<file path="config.mk">
export PLATFORM = sky130hd
export DESIGN_NAME = vend_txn_ctrl
export DESIGN_NICKNAME = d
export VERILOG_FILES = /design/src/rtl/vend_txn_ctrl.sv
export SDC_FILE = /design/constraint.sdc
export NUM_CORES = 1
export LEC_CHECK = 0
export CAP_MARGIN = 10
export CORE_AREA = 10 10 77 63
export DETAILED_ROUTE_END_ITERATION = 10
export DIE_AREA = 0 0 87 73
export GPL_TIMING_DRIVEN = 1
export PLACE_DENSITY = 0.69
export SETUP_SLACK_MARGIN = 0.5
export SLEW_MARGIN = 25
export SYNTH_ARGS = -nofsm -noshare
export SYNTH_HDL_FRONTEND = slang
export SYNTH_SLANG_ARGS = --single-unit
export TNS_END_PERCENT = 10
</file>
<file path="constraint.sdc">
create_clock -name clk -period 3.39 [get_ports clk]
set_input_delay 0.678 -clock clk [delete_from_list [all_inputs] [get_ports clk]]
set_output_delay 0.678 -clock clk [all_outputs]
set_load 0.005 [all_outputs]
</file>
<file path="src/rtl/vend_txn_ctrl.sv">
// vend_txn_ctrl: transaction sequencer for the vending datapath.
// Adds up coin strobes into a credit register. Once credit reaches PRICE it
// requests one item from the dispenser, then pays out any change. On cancel
// or idle timeout it refunds the whole credit instead. Change and refunds
// are paid as single-unit pulses.
// Ports:
//   clk        rising-edge clock
//   rst        synchronous reset, active-high
//   coin       coin strobe: 01=1 unit, 10=2 units, 11=3 units
//   cancel     customer cancel pulse
//   disp_ack   dispenser done; only looked at while disp_req=1
//   coin_en    acceptor enable; coins are ignored while low
//   disp_req   dispense request, held high until disp_ack
//   chg_pulse  one high cycle per unit returned
//   credit     current credit in units
//   busy       high in every state except IDLE
module vend_txn_ctrl #(
  parameter int unsigned PRICE   = 4,
  parameter int unsigned CW      = 4,
  parameter int unsigned TIMEOUT = 1000
) (
  input  logic          clk,
  input  logic          rst,
  input  logic [1:0]    coin,
  input  logic          cancel,
  input  logic          disp_ack,
  output logic          coin_en,
  output logic          disp_req,
  output logic          chg_pulse,
  output logic [CW-1:0] credit,
  output logic          busy
);

  localparam int unsigned TW = (TIMEOUT > 2) ? $clog2(TIMEOUT) : 1;

  typedef enum logic [4:0] {
    IDLE     = 5'b00001,
    COLLECT  = 5'b00010,
    DISPENSE = 5'b00100,
    CHANGE   = 5'b01000,
    REFUND   = 5'b10000
  } state_e;

  state_e          state_q, state_d;
  logic [CW-1:0]   credit_q, credit_d;
  logic [TW-1:0]   timer_q, timer_d;
  logic            coin_en_q, coin_en_d;
  logic            disp_req_q, disp_req_d;
  logic            chg_q, chg_d;
  logic            busy_q, busy_d;

  logic            coin_ok;
  logic [CW-1:0]   credit_sum;
  logic [CW-1:0]   credit_left;

  // Coins count only while the acceptor is enabled; the sum cannot overflow
  // because credit stays below PRICE until a coin is added.
  assign coin_ok     = coin_en_q && (coin != 2'b00);
  assign credit_sum  = credit_q + CW'(coin);
  assign credit_left = credit_q - CW'(PRICE);

  // State register and registered outputs.
  always_ff @(posedge clk) begin
    if (rst) begin
      state_q    <= IDLE;
      credit_q   <= '0;
      timer_q    <= '0;
      coin_en_q  <= 1'b0;
      disp_req_q <= 1'b0;
      chg_q      <= 1'b0;
      busy_q     <= 1'b0;
    end else begin
      state_q    <= state_d;
      credit_q   <= credit_d;
      timer_q    <= timer_d;
      coin_en_q  <= coin_en_d;
      disp_req_q <= disp_req_d;
      chg_q      <= chg_d;
      busy_q     <= busy_d;
    end
  end

  // Next-state and next-output logic.
  always_comb begin
    state_d    = state_q;
    credit_d   = credit_q;
    timer_d    = '0;
    disp_req_d = 1'b0;
    chg_d      = 1'b0;

    unique case (state_q)
      IDLE: begin
        if (coin_ok) begin
          credit_d = credit_sum;
          if (credit_sum >= CW'(PRICE)) begin
            state_d    = DISPENSE;
            disp_req_d = 1'b1;
          end else begin
            state_d = COLLECT;
          end
        end
      end

      COLLECT: begin
        if (coin_ok) begin
          credit_d = credit_sum;
        end
        // Cancel wins over reaching the price; a same-cycle coin is refunded too.
        if (cancel) begin
          state_d = REFUND;
          chg_d   = 1'b1;
        end else if (coin_ok) begin
          if (credit_sum >= CW'(PRICE)) begin
            state_d    = DISPENSE;
            disp_req_d = 1'b1;
          end
        end else if (timer_q == TW'(TIMEOUT - 1)) begin
          state_d = REFUND;
          chg_d   = 1'b1;
        end else begin
          timer_d = timer_q + TW'(1);
        end
      end

      DISPENSE: begin
        disp_req_d = 1'b1;
        if (disp_ack && disp_req_q) begin
          disp_req_d = 1'b0;
          credit_d   = credit_left;
          if (credit_left != '0) begin
            state_d = CHANGE;
            chg_d   = 1'b1;
          end else begin
            state_d = IDLE;
          end
        end
      end

      // Pulse high one cycle, low one cycle per unit; leave after the last low.
      CHANGE, REFUND: begin
        if (chg_q) begin
          credit_d = credit_q - CW'(1);
        end else if (credit_q == '0) begin
          state_d = IDLE;
        end else begin
          chg_d = 1'b1;
        end
      end

      default: begin
        state_d  = IDLE;
        credit_d = '0;
      end
    endcase

    coin_en_d = (state_d == IDLE) || (state_d == COLLECT);
    busy_d    = (state_d != IDLE);
  end

  assign coin_en   = coin_en_q;
  assign disp_req  = disp_req_q;
  assign chg_pulse = chg_q;
  assign credit    = credit_q;
  assign busy      = busy_q;

endmodule
</file>
Word level (Yosys, flattened, before mapping):

Cells that the tools add are included.

* equal/unequal tests: 12
* order comparisons: 1
* bitwise gates (word level): 1
* reduce and logical (&&, ||, !) cells: 10
* multiplexer cells: 28
* add/subtract/negate cells: 4

Operators by type and width (count)
* $mux 5: 8
* $pmux 5 s4: 1
* $mux 4: 4
* $pmux 4 s3: 1
* $mux 1: 11
* $add 10x1->10 const B: 1
* $eq 10x10->1 const B: 1
* $eq 5x1->1 const B: 2
* $eq 5x2->1 const B: 2
* $pmux 1 s3: 2
* $eq 5x3->1 const B: 1
* $eq 5x4->1 const B: 1
* $eq 5x5->1 const B: 1
* $ne 5x1->1 const B: 1
* $reduce_or 5->1: 1
* $add 4x2->4: 1
* $ge 4x3->1 const B: 1
* $logic_not 4->1: 1
* $ne 2x2->1 const B: 2
* $reduce_bool 4->1: 1
* $reduce_or 2->1: 2
* $sub 4x1->4 const B: 1
* $sub 4x3->4 const B: 1
* $mux 3: 1
* 6 further kinds: 7

* input port bits: 6
* output and inout port bits: 8
* register bits: 23
* word-level logic and storage cells: 63

Depth between registers and ports, before layout:

Gate-level depths: netlist (run 1).

* word-level depth: 8
* depth in mapped cells: 7
* depth with buffers taken out: 7

Least setup slack after synthesis (run 1):

Ideal clock, no wire load.

* kind: input to register
* from: input coin[0]
* to: register coin_en_q, in the netlist coin_en
* slack: 1.324 ns
* data required time: 3.330 ns
* arrival time: 2.006 ns
* path buffers: 0
* library setup time: 0.060 ns
* stages on the path: 6
* cell sequence: ha_1 fa_1 o31ai_1 a31oi_1 a211oi_1 o2111a_1

* longest elaborated chain between the ends: 8
* elaborated cells between the ends (all ways): 13
* those cells by class: add/sub (1); order compare (1); eq/ne (2); mux (6); reduce/logical (3)

RTL lines
* start, declared: RTL line 24 `input logic [1:0] coin,`
* $add 4x2->4: RTL line 59 `assign credit_sum = credit_q + CW'(coin);`
* $ge 4x3->1: RTL line 95, 113
* $mux 5: RTL line 113 `if (credit_sum >= CW'(PRICE)) begin`
* $mux 5: RTL line 112 `end else if (coin_ok) begin`
* $mux 5: RTL line 109 `if (cancel) begin`
* $pmux 5 s4 *: RTL line 91 `unique case (state_q)`
* $eq 5x1->1 or $eq 5x2->1 (tied branches): RTL line 156 `coin_en_d = (state_d == IDLE) || (state_d == COLLECT);`
* $logic_or 1x1->1 *: RTL line 156
* end signal, assigned: RTL line 76 `coin_en_q <= coin_en_d;`
* end, declared: RTL line 47 `logic coin_en_q, coin_en_d;`

Mark *: on every way between the ends. The rest lies on a longest branch, timed or not.
A chain may end at the register's enable or synchronous reset.

Final worst setup path (run 1):

Same ends and word-level chain as after synthesis.

==> summary.md, run 1 <==
| Metric | Value |
|---|---|
| Clock Sinks | `23` |
| LEAKAGE | `0.5053 nW` |
| Clock transition at path regs | `80 ps` |
| Placed Area | `0.001464 mm²` |
| Routed Antenna Nets | `0` |
| Largest net degree at the start of global routing | `16` |
| GR Util All Layers | `around a tenth` |
| Effective utilization at floorplan | `37.53%` |
| Number of hold buffers added after CTS | `0` |
| Syn Area/Cell | `8.984 µm²` |
| Asr flop ratio synth | `0%` |
| Worst-margin pin slew | `around 740 ps` |
| Tmin final | `2571 ps` |
| Number of fill cells in the layout | `approximately 340` |
| Chip Width | `approximately 87 µm` |
| Post-route DRC | `0` |
| Number of buffers created by CTS | `3` |
| Grt total ovfl | `0` |
| Cell Pwr Density | `598.5 mW/mm²` |
| Post-cts sizing count | `0` |
| Final setup fails | `0` |
| Via/cell ratio | `5.542` |
| Hold Startpoint | `timer_q[0]` |
| DRT iter0 DRCs | `63` |
| Post-route cell area | `0.001510 mm²` |
| ANT cells | `0` |
| CTS Buffer Depth | `2` |
| Final GP Congestion | `~0.9` |
| Sequence of cells on the critical path | `clkdlybuf4s50_1 > ha_1 > fa_1 > o31ai_1 > a31oi_1 > a211oi_1 > o2111a_1` |
| Hold Path Class | `reg2reg` |
| Die height | `roughly 73 µm` |
| Post-synth EDFFs | `0` |
| Vias in the first global route | `1089` |
| Vias | `around 1100` |
| Max Cap Viol | `0` |
| Core Region | `0.003447 mm²` |
| Synth warn | `0` |
| Final wirelength | `3000 µm` |
| Clock root buffer | `clkbuf_8` |
| Part of the cycle the worst path needs | `between 70% and 80%` |
| Post-Synthesis Cell Area | `0.001294 mm²` |
| Critical Path RT | `3600 ps` |
| Kind of critical path | `in2reg` |
| Clock skew | `1.642 ps` |
| Max incr delay on CP | `440 ps` |
| Initial antenna violation count | `0` |
| RR Startpoint | `state_q[2]` |
| CTS tree | `yes` |
| TritonRoute pass-1 iters | `4` |
| WHS | `481.1 ps` |
| Outcome | `completed` |
| Delay-heaviest family, CP | `compound AO/OA/AOI/OAI gates` |
| Hold Vio Cnt, Final | `0` |
| Netlist cell types | `47` |
| Nets | `173` |
| RSZ-0062 raised after global routing | `false` |
| WP buf/inv | `1` |
| FP Rows | `19` |
| Share of layout cells above drive strength 1 | `between 15 and 20%` |
| Crit path from | `coin[0]` |
| Ys flop type | `dfxtp_1` |
| Max rail drop VDD | `256.6 µV` |
| Post-DP HPWL | `2317 µm` |
| Cell count after synthesis | `144` |
| Depth of the CTS H-tree | `1` |
| CP Capture Type | `flip-flop` |
| Die area | `0.006351 mm²` |
| Wire per inst | `~15 µm` |
| Synth Register Bits | `23` |
| Overall Power | `0.9038 mW` |
| CP max FO | `4` |
| P&R area growth vs syn | `16.73%` |
| Slew headroom | `50.08%` |
| WP data arrival | `2780 ps` |
| Post-CTS Setup Bufs | `0` |
| Fmax | `between 300 and 400 MHz` |
| First-pass GRT wire length | `between 5000 and 6000 µm` |
| I/O pins | `14` |
| Clk_lat worst skew | `roughly 260 ps` |
| Final Max Tran Viols | `0` |
| Most frequent cells in the layout | `dfxtp_1 (23), clkdlybuf4s50_1 (13), nand3_1 (8), a21oi_1 (8), nor2_2 (8)` |
| Syn_nets | `157` |
| Worst Setup Start Kind | `input pin` |
| Utilization after layout | `43.81%` |
| Most common cell after layout, fill and taps aside | `dfxtp_1` |
| Setup tns final | `0 ps` |
| Sequential-to-total area share from yosys stat | `35.59%` |
| Port bufs | `13` |
| CP max-delay cell | `fa_1` |
## synthesized netlist by cell type, types with 2 or more instances
library cell,number,area share (%)
or3_1,3,1.5
a211oi_1,4,2.3
a311oi_1,2,1.4
nor4_1,2,0.97
o32ai_1,2,1.4
nand2_1,6,1.7
a21oi_1,8,3.1
nand2b_1,4,1.9
a21oi_2,2,1.4
nor2_2,8,3.9
or4_1,2,1.2
nor3_1,4,1.5
nor2_1,7,2.0
nand4_1,3,1.5
xor2_1,5,3.4
inv_1,7,2.0
or2_2,2,0.97
xnor2_1,4,2.7
o21ai_0,4,1.5
dfxtp_1,23,36
o221ai_1,2,1.4
ha_1,6,5.8
and3_1,2,0.97
or3_4,2,1.7
nand3_1,8,3.1
## report_power, final
group | switching (mW) | internal [mW]
Sequential | 0.0385 | 0.306
Clock | 0.0847 | 0.0819
Combinational | 0.203 | 0.190
Total | 0.326 | 0.578
## sequential cells by signal, indices dropped and copies added, names as in the netlist
| register | count |
|---|---|
| timer_q | 10 |
| state_q | 5 |
| credit | 4 |
| busy | 1 |
| chg_pulse | 1 |
| coin_en | 1 |
| disp_req | 1 |
## cell type report
cell class,count,area [µm²],area share [%]
Multi-Input combinational cell,111,787.0,52.11
Sequential cell,23,460.4,30.49
Timing Repair Buffer,14,137.6,9.113
Tap cell,42,52.55,3.480
Clock buffer,3,41.29,2.734
Inverter,7,26.28,1.740
Clock inverter,1,5.005,0.3314
## kinds of logic (layout without fill, tap and decap cells)
logic type	after synthesis	in the layout	synth area share (%)
and+or+nand+nor	58	58	25.82
AOI/OAI and AO/OA	36	36	20.80
DFF	23	23	35.59
buffers and inverters	10	25	3.578
xor gates and xnor gates	9	9	6.092
adders and majority gates	7	7	7.350
muxes	1	1	0.7737
## path summary, 6_finish.rpt
| path | to | slack (ps) | cells after the start |
|---|---|---|---|
| setup reg to reg | timer_q[7] | 1230 | 4 |
| setup / recovery | coin_en | 820 | 7 |
| hold / removal | timer_q[0] | 480 | 1 |
| hold reg to reg | timer_q[0] | 480 | 1 |
## routing by layer
metal	up-vias	part of all wire (%)	global-route usage [%]
met5	-	0	0
met4	0	1.0	2.693
met1	521	47	12.51
met2	21	47	15.52
met3	2	4.6	2.455
li1	570	-	-
## through the flow
step	std cells	worst slack (ps)
floorplan	144	1324
global placement	197	630.5
detailed placement	197	631.2
CTS	201	884.7
global route	201	668.9
finish	201	818.9
Note: power is estimated with default switching activity, not from simulation.
==> inputs of run 2 (changes only) <==
--- a/config.mk
+++ b/config.mk
@@ -10,7 +10,7 @@
 export DETAILED_ROUTE_END_ITERATION = 10
 export DIE_AREA = 0 0 87 73
 export GPL_TIMING_DRIVEN = 1
-export PLACE_DENSITY = 0.69
+export PLACE_DENSITY = 0.71
 export SETUP_SLACK_MARGIN = 0.5
 export SLEW_MARGIN = 25
 export SYNTH_ARGS = -nofsm -noshare
==> constraint.sdc (replaced) <==
create_clock -name clk -period 2.1 [get_ports clk]
set_input_delay 0.42 -clock clk [delete_from_list [all_inputs] [get_ports clk]]
set_output_delay 0.42 -clock clk [all_outputs]
set_load 0.005 [all_outputs]
==> run 2 against run 1 <==
Utilization grew 6.7 points. Power is 85% higher. Register-to-register slack got worse by 940 ps. First-iteration DRC count fell by 3.2%. Non-clock buffer count rose by 14. Worst setup slack lost 530 ps. Design area increased by 15%. Final cell count rose by 7.5%. Clock power is 63% higher. Critical path type is now reg2reg. Largest cell class unchanged.
==> summary.md, run 2 (synthesis gave the netlist of run 1 again) <==
| Metric | Value |
|---|---|
| Chip Width | `87 µm (unchanged)` |
| Cell Pwr Density | `962.0 mW/mm² (+61%)` |
| ANT cells | `0 (unchanged)` |
| Largest Register | `timer_q` |
| Final setup fails | `0 (unchanged)` |
| Max rail drop VDD | `462.0 µV (+80%)` |
| Share of layout cells above drive strength 1 | `35.63% (+21 points)` |
| Port bufs | `13 (unchanged)` |
| WHS | `467.7 ps (-13.36 ps)` |
| Depth of the CTS H-tree | `1 (unchanged)` |
| WP data arrival | `2020 ps (-760 ps)` |
| Clock transition at path regs | `80 ps (about the same)` |
| LEAKAGE | `0.5868 nW (+16%)` |
| Outcome | `completed` |
| Critical Path RT | `2310 ps (-1290 ps)` |
| Clock root buffer | `clkbuf_8` |
| Max reg flops | `10 (unchanged)` |
| Kind of critical path | `reg2reg` |
| Overall Power | `1.674 mW (+85%)` |
| Worst Setup Start Kind | `flip-flop` |
| Wire per inst | `16.98 µm (+14%)` |
| Most frequent cells in the layout | `dfxtp_1 (15), buf_4 (15), clkdlybuf4s50_1 (11)` |
| Part of the cycle the worst path needs | `86.20%` |
| RR Startpoint | `state_q[3]` |
| Grt total ovfl | `0 (unchanged)` |
| CP Capture Type | `flip-flop` |
| Initial antenna violation count | `0 (unchanged)` |
| Max Cap Viol | `0 (unchanged)` |
| Depth of the most critical reg-to-reg path | `4 (unchanged)` |
| Clk_lat worst skew | `260 ps (about the same)` |
| CTS tree | `yes` |
| Post-DP HPWL | `2457 µm (+6.0%)` |
| Slew headroom | `74.49% (+24 points)` |
| Routed Antenna Nets | `0 (unchanged)` |
| RSZ-0062 raised after global routing | `true` |
| Worst-margin pin slew | `382.7 ps (-359.4 ps)` |
| Reg2reg end | `timer_q[8]` |
| CTS Buffer Depth | `2 (unchanged)` |
| GR Util All Layers | `11.09% (+1.4 points)` |
| Die height | `73 µm (unchanged)` |
| Clock skew | `3.372 ps (+1.730 ps)` |
| P&R area growth vs syn | `34.53%` |
| Clock Sinks | `23 (unchanged)` |
| Largest net degree at the start of global routing | `15 (-1)` |
| Hold Crit Depth | `1 (unchanged)` |
| Hold Vio Cnt, Final | `0 (unchanged)` |
| Worst R2R Setup Slack | `290 ps (-940 ps)` |
| TritonRoute pass-1 iters | `4 (unchanged)` |
| FP Rows | `19 (unchanged)` |
| Vias | `1245 (+12%)` |
| Final Max Tran Viols | `0 (unchanged)` |
| I/O pins | `14 (unchanged)` |
| Crit path to | `timer_q[8]` |
| Nets | `188 (+8.7%)` |
| Tmin final | `1810 ps` |
| Final GP Congestion | `0.9151 (-1.3%)` |
| Vias in the first global route | `1175 (+7.9%)` |
| Number of buffers created by CTS | `3 (unchanged)` |
| Fmax | `about 550 MHz` |
| Crit path from | `state_q[3]` |
| Hold Path Class | `reg2reg` |
| Via/cell ratio | `5.764 (+4.0%)` |
| DRT iter0 DRCs | `61 (-3.2%)` |
| Die area | `0.006351 mm² (unchanged)` |
| Post-route DRC | `0 (unchanged)` |
| Final wirelength | `3668 µm (+22%)` |
| Number of fill cells in the layout | `304 (-10%)` |
| Effective utilization at floorplan | `37.53% (unchanged)` |
| First-pass GRT wire length | `5782 µm (+13%)` |
| CP max FO | `5 (+1)` |
| Core Region | `0.003447 mm² (unchanged)` |
==> run 2: cell count changes in the layout (fill, tap and decap cells not counted), moves of 2 or more <==
cell             previous run  this run
buf_4                       1        15
dfxtp_1                    23        15
dfxtp_4                     0         5
dfxtp_2                     0         3
ha_1                        6         3
ha_4                        0         3
or4_4                       0         3
clkdlybuf4s50_1            13        11
or4_1                       2         0
==> run 2: repair_timing <==
item	in CTS	in global routing
pin swaps	13	3
gates cloned	1	0
resized for setup	29	10
hold buffers	0	0
endpoints found under the setup margin	28	27
buffers inserted	2	3
==> run 2: power by group <==
| part | switching [mW] | internal, mW | total [mW] |
|---|---|---|---|
| clock network | 0.141 | 0.132 | 0.273 |
| registers | 0.0569 | 0.501 | 0.558 |
| logic | 0.418 | 0.425 | 0.844 |
==> run 2: area by class of cell <==
| type | count | area (µm²) | area share (%) |
|---|---|---|---|
| tap | 42 | 52.55 | 3.019 |
| clock buffer | 3 | 41.29 | 2.372 |
| clock inverter | 1 | 5.005 | 0.2876 |
| sequential | 23 | 483.0 | 27.75 |
| inverter | 7 | 26.28 | 1.510 |
| multi-input combinational | 112 | 895.9 | 51.47 |
| timing repair buffer | 28 | 236.5 | 13.59 |
==> run 2: how the worst min path moves through the flow <==
stage	startpoint	endpoint	slack, ps
global placement	timer_q[0]	timer_q[0]	450
detailed placement	timer_q[0]	timer_q[0]	460
global route	timer_q[0]	timer_q[0]	480
finish	timer_q[0]	timer_q[0]	470
CTS	timer_q[0]	timer_q[0]	480
floorplan	timer_q[0]	timer_q[0]	440
==> run 2: worst max-delay path, cell delays in order (launching register included) <==
cell and delay, ps:
dfxtp_2 350, or3_4 410, or3_4 360, or4_4 500, nor2_2 130
==> run 2: routing by layer <==
metal | vias up | track usage (%) | wire, µm
li1 | 598 | - | -
met1 | 588 | 13.78 | 1578
met2 | 49 | 18.20 | 1810
met3 | 10 | 2.344 | 165
met4 | 0 | 4.309 | 114
met5 | - | 0 | 0
==> run 2: through the flow <==
stage / utilization (%) / cells / instance area, µm² / setup TNS, ps / setup WS [ps]
after CTS: 48.53 / 213 / 1673 / 0 / 296.8
after detailed placement: 44.57 / 206 / 1536 / -1556 / -249.9
after floorplan: - / 144 / 1303 / 0 / 244.2
after global placement: 44.57 / 206 / 1536 / -1023 / -202.2
after global routing: 50.49 / 216 / 1740 / 0 / 252.0
final: 50.49 / 216 / 1740 / 0 / 289.8
